$ cat config.mk
export PLATFORM = sky130hd
export DESIGN_NAME = button_event_ctrl_flat
export DESIGN_NICKNAME = d
export VERILOG_FILES = /design/src/rtl/button_event_ctrl_pkg.sv /design/src/rtl/button_event_ctrl_if.sv /design/src/rtl/button_event_ctrl_debounce.sv /design/src/rtl/button_event_ctrl.sv /design/src/flat_wrapper.sv
export SDC_FILE = /design/constraint.sdc
export NUM_CORES = 1
export LEC_CHECK = 0
export CORE_ASPECT_RATIO = 1.75
export CORE_MARGIN = 3
export CORE_UTILIZATION = 56
export CTS_CLUSTER_DIAMETER = 40
export DETAILED_ROUTE_END_ITERATION = 8
export DONT_BUFFER_PORTS = 1
export MAX_ROUTING_LAYER = met4
export PLACE_DENSITY_LB_ADDON = 0.1
export SETUP_SLACK_MARGIN = 0.4
export SLEW_MARGIN = 15
export SYNTH_ARGS = -nofsm -noshare
export SYNTH_HDL_FRONTEND = slang
export SYNTH_SLANG_ARGS = --single-unit
$ cat constraint.sdc
create_clock -name clk -period 1.9 [get_ports clk]
set_input_delay 0.38 -clock clk [delete_from_list [all_inputs] [get_ports clk]]
set_output_delay 0.38 -clock clk [all_outputs]
set_load 0.1 [all_outputs]
$ cat src/rtl/button_event_ctrl_pkg.sv
// Shared definitions for the push-button peripheral.
// Holds the register offsets decoded from address[3:2], the ID word and the
// bit layout of the EVENTS register.
package button_event_ctrl_pkg;

  localparam logic [1:0] BTN_REG_STATE  = 2'd0;
  localparam logic [1:0] BTN_REG_EVENTS = 2'd1;
  localparam logic [1:0] BTN_REG_COUNT  = 2'd2;
  localparam logic [1:0] BTN_REG_ID     = 2'd3;

  localparam logic [31:0] BTN_ID = 32'h4254_4E31;

  localparam int EVT_PRESS_LSB   = 0;
  localparam int EVT_RELEASE_LSB = 8;
  localparam int EVT_LONG_LSB    = 16;

  // Latched event bits, index 0 = btn1, index 1 = btn2.
  typedef struct packed {
    logic [1:0] lng;
    logic [1:0] rel;
    logic [1:0] press;
  } evt_t;

  function automatic logic [31:0] evt_word(input evt_t e);
    logic [31:0] w;
    w = '0;
    w[EVT_PRESS_LSB +: 2]   = e.press;
    w[EVT_RELEASE_LSB +: 2] = e.rel;
    w[EVT_LONG_LSB +: 2]    = e.lng;
    return w;
  endfunction

endpackage

$ cat src/rtl/button_event_ctrl_if.sv
// CPU read-bus side of the push-button peripheral.
//   ren      : one-cycle read strobe from the bus decoder
//   address  : CPU data address, only [3:2] is decoded
//   data_out : registered read data
//   irq      : level interrupt, high while any event bit is pending
interface button_event_ctrl_if;
  logic        ren;
  logic [31:0] address;
  logic [31:0] data_out;
  logic        irq;

  modport master (output ren, address, input data_out, irq);
  modport slave  (input ren, address, output data_out, irq);
endinterface

$ cat src/rtl/button_event_ctrl_debounce.sv
// One button channel: 2-flop synchroniser, debounce timer and edge pulses.
// Ports:
//   clk, reset : system clock, synchronous active-high reset
//   btn_i      : raw active-low button, asynchronous
//   level_o    : debounced level, 1 = pressed
//   press_o    : one-cycle pulse on debounced 0->1
//   release_o  : one-cycle pulse on debounced 1->0
module button_event_ctrl_debounce #(
  parameter int DEBOUNCE_CYCLES = 65535
) (
  input  logic clk,
  input  logic reset,
  input  logic btn_i,
  output logic level_o,
  output logic press_o,
  output logic release_o
);

  localparam int CW = (DEBOUNCE_CYCLES > 1) ? $clog2(DEBOUNCE_CYCLES) : 1;
  localparam logic [CW-1:0] TC = CW'(DEBOUNCE_CYCLES - 1);

  logic [1:0]    sync_q;
  logic          level_q, press_q, release_q;
  logic [CW-1:0] cnt_q;
  logic          pressed;

  assign pressed = ~sync_q[1];

  // Down-counter reloaded whenever the input agrees with the debounced level;
  // reaching zero means DEBOUNCE_CYCLES consecutive disagreeing samples.
  always_ff @(posedge clk) begin
    if (reset) begin
      sync_q    <= 2'b11;
      level_q   <= 1'b0;
      cnt_q     <= TC;
      press_q   <= 1'b0;
      release_q <= 1'b0;
    end else begin
      sync_q    <= {sync_q[0], btn_i};
      press_q   <= 1'b0;
      release_q <= 1'b0;
      if (pressed == level_q) begin
        cnt_q <= TC;
      end else if (cnt_q == '0) begin
        level_q   <= ~level_q;
        cnt_q     <= TC;
        press_q   <= ~level_q;
        release_q <= level_q;
      end else begin
        cnt_q <= cnt_q - 1'b1;
      end
    end
  end

  assign level_o   = level_q;
  assign press_o   = press_q;
  assign release_o = release_q;

endmodule

$ cat src/rtl/button_event_ctrl.sv
// Memory-mapped push-button peripheral: debounces two buttons, latches
// press/release events, counts presses and serves a registered read word.
// Ports:
//   clk, reset : system clock, synchronous active-high reset
//   btn1, btn2 : raw active-low buttons
//   bus        : read bus (ren, address, data_out, irq)
// Build option: define BTN_LONGPRESS_EN to add per-button long-press events
// in EVENTS[17:16]; otherwise those bits read 0.
module button_event_ctrl
  import button_event_ctrl_pkg::*;
#(
  parameter int DEBOUNCE_CYCLES  = 65535,
  parameter int CNT_WIDTH        = 8,
  parameter int LONGPRESS_CYCLES = 13500000
) (
  input  logic                clk,
  input  logic                reset,
  input  logic                btn1,
  input  logic                btn2,
  button_event_ctrl_if.slave  bus
);

  logic [1:0] level, press, rel, lp_fire;

  button_event_ctrl_debounce #(.DEBOUNCE_CYCLES(DEBOUNCE_CYCLES)) u_db1 (
    .clk(clk), .reset(reset), .btn_i(btn1),
    .level_o(level[0]), .press_o(press[0]), .release_o(rel[0])
  );

  button_event_ctrl_debounce #(.DEBOUNCE_CYCLES(DEBOUNCE_CYCLES)) u_db2 (
    .clk(clk), .reset(reset), .btn_i(btn2),
    .level_o(level[1]), .press_o(press[1]), .release_o(rel[1])
  );

`ifdef BTN_LONGPRESS_EN
  localparam int LW = (LONGPRESS_CYCLES > 1) ? $clog2(LONGPRESS_CYCLES) : 1;
  localparam logic [LW-1:0] LTC = LW'(LONGPRESS_CYCLES - 1);

  logic [1:0][LW-1:0] hold_q;
  logic [1:0]         fired_q;

  // fired_q keeps the event to one per hold once the timer sits at zero.
  always_comb begin
    for (int i = 0; i < 2; i++) begin
      lp_fire[i] = level[i] && (hold_q[i] == '0) && !fired_q[i];
    end
  end

  always_ff @(posedge clk) begin
    if (reset) begin
      hold_q  <= {2{LTC}};
      fired_q <= '0;
    end else begin
      for (int i = 0; i < 2; i++) begin
        if (!level[i]) begin
          hold_q[i]  <= LTC;
          fired_q[i] <= 1'b0;
        end else begin
          if (hold_q[i] != '0) hold_q[i] <= hold_q[i] - 1'b1;
          if (lp_fire[i]) fired_q[i] <= 1'b1;
        end
      end
    end
  end
`else
  assign lp_fire = 2'b00;
`endif

  evt_t                      evt_q, evt_d;
  logic [1:0][CNT_WIDTH-1:0] cnt_q, cnt_d;
  logic [31:0]               data_out_q, rd_word;
  logic                      irq_q, clr_evt, clr_cnt;
  logic [1:0]                rd_sel;
  logic                      unused_addr;

  assign rd_sel      = bus.address[3:2];
  assign unused_addr = ^{bus.address[31:4], bus.address[1:0]};

  always_comb begin
    clr_evt = bus.ren && (rd_sel == BTN_REG_EVENTS);
    clr_cnt = bus.ren && (rd_sel == BTN_REG_COUNT);

    // Clear first, then OR in new events so a same-edge event survives the read.
    evt_d       = clr_evt ? '0 : evt_q;
    evt_d.press = evt_d.press | press;
    evt_d.rel   = evt_d.rel | rel;
    evt_d.lng   = evt_d.lng | lp_fire;

    for (int i = 0; i < 2; i++) begin
      cnt_d[i] = clr_cnt ? '0 : cnt_q[i];
      if (press[i] && !(&cnt_d[i])) cnt_d[i] = cnt_d[i] + 1'b1;
    end

    rd_word = '0;
    case (rd_sel)
      BTN_REG_STATE:  rd_word[1:0] = level;
      BTN_REG_EVENTS: rd_word = evt_word(evt_q);
      BTN_REG_COUNT: begin
        rd_word[CNT_WIDTH-1:0]   = cnt_q[0];
        rd_word[16 +: CNT_WIDTH] = cnt_q[1];
      end
      default:        rd_word = BTN_ID;
    endcase
  end

  always_ff @(posedge clk) begin
    if (reset) begin
      evt_q      <= '0;
      cnt_q      <= '0;
      irq_q      <= 1'b0;
      data_out_q <= '0;
    end else begin
      evt_q <= evt_d;
      cnt_q <= cnt_d;
      irq_q <= |evt_d;
      if (bus.ren) data_out_q <= rd_word;
    end
  end

  assign bus.data_out = data_out_q;
  assign bus.irq      = irq_q;

endmodule

$ cat src/flat_wrapper.sv
// flat-port wrapper written by rule: the top's interface ports become plain ports
module button_event_ctrl_flat import button_event_ctrl_pkg::*;
#(
  parameter int DEBOUNCE_CYCLES  = 65535,
  parameter int CNT_WIDTH        = 8,
  parameter int LONGPRESS_CYCLES = 13500000
)
  (clk, reset, btn1, btn2, bus_ren, bus_address, bus_data_out, bus_irq);
  button_event_ctrl_if bus_i ();
  input  logic clk;
  input  logic reset;
  input  logic btn1;
  input  logic btn2;
  input wire logic [$bits(bus_i.ren)-1:0] bus_ren;
  input wire logic [$bits(bus_i.address)-1:0] bus_address;
  output wire logic [$bits(bus_i.data_out)-1:0] bus_data_out;
  output wire logic [$bits(bus_i.irq)-1:0] bus_irq;
  assign bus_i.ren = bus_ren;
  assign bus_i.address = bus_address;
  assign bus_data_out = bus_i.data_out;
  assign bus_irq = bus_i.irq;
  button_event_ctrl #(.DEBOUNCE_CYCLES(DEBOUNCE_CYCLES), .CNT_WIDTH(CNT_WIDTH), .LONGPRESS_CYCLES(LONGPRESS_CYCLES)) u_core (.clk(clk), .reset(reset), .btn1(btn1), .btn2(btn2), .bus(bus_i));
endmodule
==> results of run 1 <==
registers in the layout, indices dropped and copies added (netlist names), 2 cells and up:
register	flops
u_core.bus.data_out	19
u_core.cnt_q	16
u_core.evt_q	6
u_core.u_db1.cnt_q	16
u_core.u_db1.sync_q	2
u_core.u_db2.cnt_q	16
u_core.u_db2.sync_q	2
repair_timing:
| action | in CTS | in global routing |
|---|---|---|
| gates resized for setup | 54 | 18 |
| gates cloned | 1 | 0 |
| pin swaps | 14 | 10 |
| endpoints found under the hold margin | 0 | 0 |
| endpoints found under the setup margin | 41 | 43 |
| buffers inserted | 12 | 3 |
critical path, delay by kind of cell, from the launching register on:
family / cells / cell delay, ns
and+or+nand+nor: 4 / 1.55
DFF: 1 / 0.32
metal layers:
layer | vias to the layer above | GRT usage (%) | wire, um
met5 | - | - | 0
met4 | 0 | 9.347 | 145
met3 | 9 | 6.592 | 272
met2 | 46 | 40.61 | 4281
met1 | 1393 | 25.44 | 3114
li1 | 1437 | - | -
cell usage after synthesis, types with 8 or more instances:
library cell	n	area, sq um
dfxtp_1	84	1682
nand2_1	37	138.9
nor2_1	36	135.1
a21oi_1	30	150.1
clkbuf_1	17	63.81
buf_4	13	97.59
nand3_1	12	60.06
xnor2_1	12	105.1
nor2b_1	11	68.82
nor3_1	10	50.05
nor4_1	10	62.56
xor2_1	10	87.58
nand2b_1	9	56.30
a211oi_1	8	60.06
nand4_1	8	50.05
cell type report:
class	instances	area share (%)
clock inverters	2	0.8051
inverters	6	0.6325
clock buffers	14	3.508
repair buffers	52	10.41
multi-input cells	276	43.33
well taps	78	2.243
flip-flops and latches	84	39.07
path summary, 6_finish.rpt:
kind / startpoint / end / slack [ns] / cells past startpoint
hold / removal: reset / u_core.bus.data_out[25] / 0.07 / 1
setup / recovery: u_core.u_db1.cnt_q[5] / u_core.u_db1.cnt_q[15] / -0.02 / 4
setup reg to reg: u_core.u_db1.cnt_q[5] / u_core.u_db1.cnt_q[15] / -0.02 / 4
hold reg to reg: u_core.u_db2.sync_q[0] / u_core.u_db2.sync_q[1] / 0.41 / 1
power by group:
part	leakage (nW)	switching (mW)	internal (mW)	total, mW
registers	0.680	0.00984	1.77	1.78
clock network	0.0947	0.610	0.644	1.25
logic	0.919	0.215	0.0542	0.269
cells by family after synthesis:
| kind of cell | share of synthesized area, % |
|---|---|
| AO/OA/AOI/OAI | 12.25 |
| XOR/XNOR | 5.547 |
| adder cells (fa/ha/maj) | 1.081 |
| buffers and inverters | 5.583 |
| flip-flops | 48.41 |
| multiplexers | 0.9006 |
| other | 0.1080 |
| AND/OR/NAND/NOR | 26.12 |
stage by stage:
| step | hold WS [ns] | instances | setup WS (ns) |
|---|---|---|---|
| 2_1_floorplan | 0.3895 | 398 | -0.09064 |
| 3_3_place_gp | 0.3946 | 480 | -0.006275 |
| 3_5_place_dp | 0.3972 | 480 | -0.01851 |
| 4_1_cts | 0.06221 | 509 | -0.01081 |
| 5_1_grt | 0.05697 | 512 | -0.09844 |
| 6_report | 0.07418 | 512 | -0.02050 |
==> metrics.csv, run 1 <==
stage;metric;value;unit
status;outcome;complete, but fails checks;
status;violations;setup timing;
setup_path;crit_top_cell;or4_4;
final_layout;antenna_cells;0;
timing;finalCriticalPeriod;1.920;ns
clocking;clock_sinks;84;
place;portBuffers;0;
setup_path;cpPeakStageDelay;0.54;ns
synth;synth-async-reset-ratio;0;%
final_layout;finish.utilization;73.44;%
final_layout;final_nets;469;
drt;viasPerCell;5.635;
floorplan;die_h;110.2;um
drt;avgRoutedWirePerCell;15.26;um
pwr;p_leak;1.693;nW
final_layout;fill_cells;452;
drt;drt-total-wl;7814;um
place;place_congestion;0.8153;
floorplan;die_w;65.54;um
synth;synthFlopType;dfxtp_1;
timing;grt_setup_unrepaired;yes;
final_layout;regArea;1700;sq um
timing;final-setup-viol-count;1;
pwr;vdd.ir_drop.worst;0.0006199;V
synth;syn_avg_cell_area;8.906;sq um
synth;synth.distinct_cells;46;
clocking;clockBufferDepth;2;
drt;num_vias;2885;
final_layout;multi_input_area;1886;sq um
grt;antenna_found_initial;0;
synth;synth_edf_count;0;
clocking;clock_latency;0.36;ns
clocking;ctsRootBufferMaster;clkbuf_8;
grt;grt_pass1_vias;2752;
floorplan;num_rows;37;
synth;synth-seq-cells;84;
drt;drtIter0Drc;130;
floorplan;design.die.area;7221;sq um
synth;syn_area;3473;sq um
floorplan;core_area;5926;sq um
setup_path;critPathCaptureType;register;
clocking;h-tree-depth;3;
synth;ys_seq_area_share;48.41;%
place;place_hpwl;4603;um
setup_path;path_cells;or4_4 -> or4_4 -> or4_1 -> nand3_1;
clocking;path_clk_slew;0.08;ns
grt;grt_max_degree;41;
drt;drc_errors;0;
setup_path;worst_setup_path_start_kind;register;
clocking;cts_hold_buf;0;
setup_path;crit_path_top_delay_cell;or4_4;
synth;yosys_warnings;0;
final_layout;final_common_cell;dfxtp_1;
grt;gr-total-overflow;0;
final_layout;layout-drive-gt1-share;27.19;%
clocking;cts_buffers;9;
floorplan;ioPinCount;70;
pwr;fin_total_pwr;3.305;mW
hold_path;hp-class;in -> reg;
drt;first_pass_iters;4;
final_layout;layout_common_cells;dfxtp_1, buf_4, nor2_1;
timing;maxSlewViolCount;0;
pwr;power_density;759.6;nW/um^2
timing;fmaxAchievable;520.7;MHz
synth;synthCells;390;
timing;finClkSkew;0.004456;ns
setup_path;worstPathArrival;2.23;ns
timing;hold_violations;0;
grt;grt_use_total;23.58;%
timing;fin_tns_setup;-0.02050;ns
floorplan;initial_core_util;58.61;%
drt;ant_nets;0;
setup_path;crit_type;reg -> reg;
clocking;cts_tree;built;
setup_path;cp_data_required_time;2.21;ns
timing;setup_ws;-0.02050;ns
grt;grt_pass1_wl;12620;um
final_layout;syn_to_final_growth;25.29;%
flow_run;cap_violations;0;
setup_path;worstPathMaxFanout;4;
timing;period_share;101.1;%
final_layout;final_area;4352;sq um
place;dpl_cell_area;3740;sq um
(Power assumes the default switching activity.)
==> run 2, diff against run 1 <==
--- a/config.mk
+++ b/config.mk
@@ -18,3 +18,4 @@
 export SYNTH_ARGS = -nofsm -noshare
 export SYNTH_HDL_FRONTEND = slang
 export SYNTH_SLANG_ARGS = --single-unit
+export TNS_END_PERCENT = 20
==> run 2 against run 1 <==
Effect of this change:
- die area did not move
- the flow still finishes with violations (setup timing)
- cell count fell by 2.1%
- combinational power fell by 4%
- worst setup slack barely moved
- via count fell by 3.3%
- sequential power barely moved
- register-to-register slack barely moved
- critical path type unchanged
- count of clock-buffer cells in the layout fell by 2
- largest cell class unchanged
==> metrics.csv, run 2 (synthesis gave the netlist of run 1 again) <==
stage;metric;value;unit
setup_path;worst_setup_path_start_kind;register;
final_layout;multi_input_area;1775;sq um
drt;ant_nets;0;
place;portBuffers;0;
status;outcome;complete, but fails checks;
drt;drc_errors;0;
timing;setup_ws;-0.02006;ns
final_layout;syn_to_final_growth;19.78;%
final_layout;antenna_cells;0;
grt;gr-total-overflow;0;
floorplan;initial_core_util;58.61;%
setup_path;crit_type;reg -> reg;
pwr;p_leak;1.562;nW
timing;hold_violations;0;
setup_path;rr_worst_depth;4;
floorplan;die_h;110.2;um
timing;finalCriticalPeriod;1.920;ns
final_layout;final_nets;458;
drt;num_vias;2789;
drt;drtIter0Drc;174;
final_layout;regArea;1692;sq um
floorplan;ioPinCount;70;
final_layout;largest_reg_flops;19;
timing;grt_setup_unrepaired;yes;
drt;drt-total-wl;7007;um
floorplan;die_w;65.54;um
clocking;clock_latency;0.36;ns
drt;viasPerCell;5.567;
timing;maxSlewViolCount;0;
hold_path;hp-class;in -> reg;
timing;whs;0.08268;ns
clocking;clock_sinks;84;
timing;fmaxAchievable;520.8;MHz
floorplan;design.die.area;7221;sq um
final_layout;layout_common_cells;dfxtp_1, nand2_1, nor2_1, buf_4, a21oi_1;
final_layout;final_area;4160;sq um
final_layout;fill_cells;518;
place;place_hpwl;4443;um
place;dpl_cell_area;3722;sq um
clocking;clockBufferDepth;2;
flow_run;cap_violations;0;
status;violations;setup timing;
setup_path;ff2ff_setup_slack;-0.02;ns
setup_path;cp_data_required_time;2.20;ns
clocking;h-tree-depth;3;
place;pre_cts_slack;-0.02796;ns
timing;finClkSkew;0.005596;ns
hold_path;hp-start;reset;
drt;first_pass_iters;4;
grt;grt_use_total;21.70;%
final_layout;layout-drive-gt1-share;21.28;%
pwr;fin_total_pwr;3.471;mW
clocking;cts_tree;built;
timing;final-setup-viol-count;1;
pwr;vdd.ir_drop.worst;0.0006579;V
place;place_congestion;0.7714;
setup_path;worstPathArrival;2.22;ns
timing;period_share;101.1;%
setup_path;startpoint;u_core.u_db1.cnt_q[5];
grt;grt_pass1_wl;11890;um
grt;antenna_found_initial;0;
floorplan;num_rows;37;
hold_path;hold_depth;1;
setup_path;r2r_start;u_core.u_db1.cnt_q[5];
grt;grt_pass1_vias;2694;
final_layout;final_common_cell;dfxtp_1;
pwr;power_density;834.4;nW/um^2
clocking;cts_buffers;9;
setup_path;critPathCaptureType;register;
grt;grt_max_degree;41;
clocking;path_clk_slew;0.08;ns
floorplan;core_area;5926;sq um
timing;fin_tns_setup;-0.02006;ns
setup_path;worstPathMaxFanout;5;
drt;avgRoutedWirePerCell;13.99;um
clocking;ctsRootBufferMaster;clkbuf_8;
[run 2: cell count changes in the layout (fill, tap and decap cells not counted), moves of 2 or more]
cell / delta
nand2_2: -4
or4_4: -2
nand3_2: -3
buf_6: -6
nand2_1: +4
inv_4: -2
or4_1: +2
clkbuf_1: -2
nand3_1: +3
inv_2: +2
dfxtp_1: +3
buf_4: -6
dfxtp_4: -2
nor3_4: -2
[run 2: worst paths after layout]
check,to
worst min register to register,u_core.u_db1.sync_q[1]
worst max-delay path,u_core.u_db1.cnt_q[15]
worst max register to register,u_core.u_db1.cnt_q[15]
worst min-delay path,u_core.u_db1.cnt_q[0]
[run 2: area by class of cell]
cell class,instances,share of cell area [%]
clock buffer,12,3.759
clock inverter,4,1.684
inverter,6,0.5414
multi-input combinational,276,42.68
sequential,84,40.66
tap,78,2.346
timing repair buffer,41,8.331
[run 2: power breakdown]
| group | switching [mW] | internal, mW | total [mW] |
|---|---|---|---|
| Clock | 0.613 | 0.817 | 1.43 |
| Sequential | 0.00904 | 1.77 | 1.78 |
| Combinational | 0.210 | 0.0481 | 0.258 |
[run 2: metal layers]
layer	GRT usage, %	vias up	wire (um)
met1	23.29	1316	2931
met2	37.71	45	3684
met3	5.071	14	241
li1	-	1414	-
met5	-	-	0
met4	9.644	0	149
[run 2: repair_timing]
item                       CTS  global route
gates resized for setup     33             3
hold buffers                 0             0
gates cloned                 0             1
setup buffers                3             1
pin swaps                    7             3
setup endpoints to repair   41            37
[run 2: worst max-delay path, cell delays in order (launching register included)]
cell	delay [ns]
dfxtp_1	0.32
or4_4	0.54
or4_4	0.52
or4_1	0.41
nand3_1	0.09
[run 2: per-stage QoR]
step / util (%) / cells
6_report: 70.21 / 501
5_1_grt: 70.21 / 501
4_1_cts: 69.66 / 499
3_5_place_dp: 62.82 / 480
3_3_place_gp: 62.82 / 480
2_1_floorplan: - / 398
==> run 3, diff against run 2 <==
--- a/config.mk
+++ b/config.mk
@@ -12,7 +12,7 @@
 export DETAILED_ROUTE_END_ITERATION = 8
 export DONT_BUFFER_PORTS = 1
 export MAX_ROUTING_LAYER = met4
-export PLACE_DENSITY_LB_ADDON = 0.1
+export PLACE_DENSITY = 0.76
 export SETUP_SLACK_MARGIN = 0.4
 export SLEW_MARGIN = 15
 export SYNTH_ARGS = -nofsm -noshare
==> run 3 against run 2 <==
Effect of this change:
- the flow still finishes with violations (setup timing)
- count of clock-buffer cells in the layout is 1 higher
- design area up 3.6%
- combinational power rose by 3%
- non-clock buffer count is 6 higher
- cell count grew 1.0%
- utilization rose by 2.5 points
- global-route usage increased by 0.19 points
- worst hold slack improved by 0.0048 ns
- power decreased by 6.0%
- largest power group unchanged
==> metrics.csv, run 3 (synthesis gave the netlist of run 1 again) <==
stage;metric;value;unit
pwr;power_density;757.3;nW/um^2
grt;grt_max_degree;41;
drt;first_pass_iters;4;
setup_path;crit_type;reg -> reg;
final_layout;final_common_cell;dfxtp_1;
status;violations;setup timing;
final_layout;layout_common_cells;dfxtp_1, nor2_1, buf_4;
timing;hold_violations;0;
timing;fmaxAchievable;509.7;MHz
drt;drt-total-wl;7613;um
timing;maxSlewViolCount;0;
place;portBuffers;0;
setup_path;worstPathMaxFanout;3;
pwr;vdd.ir_drop.worst;0.0004312;V
timing;fin_tns_setup;-0.1697;ns
floorplan;design.die.area;7221;sq um
final_layout;stdcell_count;506;
setup_path;worstPathArrival;2.18;ns
pwr;p_leak;1.650;nW
hold_path;hp-class;in -> reg;
drt;drc_errors;0;
flow_run;cap_violations;0;
final_layout;final_nets;464;
place;dp.cells;481;
timing;finClkSkew;0.005481;ns
grt;grt_pass1_vias;2722;
floorplan;die_w;65.54;um
floorplan;ioPinCount;70;
grt;grt_pass1_wl;11900;um
setup_path;worst_setup_path_start_kind;register;
clocking;h-tree-depth;3;
final_layout;fill_cells;442;
grt;gr-total-overflow;0;
timing;period_share;103.3;%
drt;num_vias;2883;
timing;finalCriticalPeriod;1.962;ns
setup_path;cp_data_required_time;2.12;ns
final_layout;syn_to_final_growth;24.10;%
clocking;clock_latency;0.36;ns
floorplan;die_h;110.2;um
drt;avgRoutedWirePerCell;15.05;um
clocking;cts_tree;built;
floorplan;num_rows;37;
final_layout;layout-drive-gt1-share;27.10;%
final_layout;largest_reg_flops;19;
status;outcome;complete, but fails checks;
place;place_hpwl;4615;um
clocking;clock_sinks;84;
clocking;cts_hold_buf;0;
timing;grt_setup_unrepaired;yes;
grt;antenna_found_initial;0;
drt;drtIter0Drc;186;
clocking;clockBufferDepth;2;
grt;grt_use_total;21.89;%
setup_path;critPathCaptureType;register;
floorplan;initial_core_util;58.61;%
clocking;path_clk_slew;0.08;ns
timing;final-setup-viol-count;3;
drt;ant_nets;0;
final_layout;multi_input_area;1869;sq um
place;place_congestion;0.7994;
final_layout;antenna_cells;0;
final_layout;regArea;1694;sq um
drt;viasPerCell;5.698;
timing;setup_ws;-0.06190;ns
clocking;cts_buffers;9;
clocking;ctsRootBufferMaster;clkbuf_8;
floorplan;core_area;5926;sq um
run 3: cell count changes in the layout (fill, tap and decap cells not counted), sizes merged:
cell           previous run  this run
buf                      40        47
bufinv                    2         1
clkbuf                   12        13
clkdlybuf4s15             1         0
clkinv                    2         1
run 3: critical path: stages, from the launching register on:
cell and delay (ns):
dfxtp_2 0.35, buf_6 0.12, inv_4 0.04, ha_4 0.11, or4b_4 0.51, nor4_4 0.16, buf_4 0.18, buf_6 0.10
buf_4 0.11, buf_6 0.09, nor4_1 0.05
run 3: area by class of cell:
class / instances / area share, %
clock buffer: 13 / 3.454
clock inverter: 2 / 0.8128
inverter: 6 / 0.6386
multi-input combinational: 276 / 43.37
sequential: 84 / 39.30
tap: 78 / 2.264
timing repair buffer: 47 / 10.16
run 3: stage by stage:
stage               hold slack [ns]  power (mW)  utilization, %  setup WS, ns  area, sq um
finish                      0.08752       3.264           72.74      -0.06190         4310
floorplan                    0.3895       2.084               -      -0.09064         3516
global placement             0.3944       2.073           62.94     -0.003049         3730
detailed placement           0.3928       2.075           62.94      -0.03220         3730
CTS                         0.07510       3.279           70.84      -0.02221         4198
global route                0.07182       3.366           72.74       -0.1041         4310
run 3: routing by layer:
| metal | routed length (um) | GRT usage (%) | vias up |
|---|---|---|---|
| met2 | 4238 | 40.32 | 72 |
| met3 | 265 | 4.158 | 17 |
| li1 | - | - | 1426 |
| met4 | 196 | 11.57 | 0 |
| met5 | 0 | - | - |
| met1 | 2913 | 21.27 | 1368 |
run 3: repair_timing:
action	4_1_cts	5_1_grt
setup endpoints to repair	42	34
cloned	1	0
resized for setup	48	28
setup buffers	8	1
pin swaps	14	14
run 3: report_power, final:
part | internal, mW | switching, mW
logic | 0.0510 | 0.214
clock network | 0.636 | 0.579
registers | 1.77 | 0.00922
run 3: path summary, 6_finish.rpt:
| kind | startpoint | endpoint | slack (ns) | cells past startpoint |
|---|---|---|---|---|
| worst max-delay path | u_core.u_db1.cnt_q[0] | u_core.u_db1.cnt_q[0] | -0.06 | 10 |
| worst max register to register | u_core.u_db1.cnt_q[0] | u_core.u_db1.cnt_q[0] | -0.06 | 10 |
| worst min register to register | u_core.u_db1.sync_q[0] | u_core.u_db1.sync_q[1] | 0.41 | 1 |
| worst min-delay path | reset | u_core.u_db2.level_o | 0.09 | 1 |
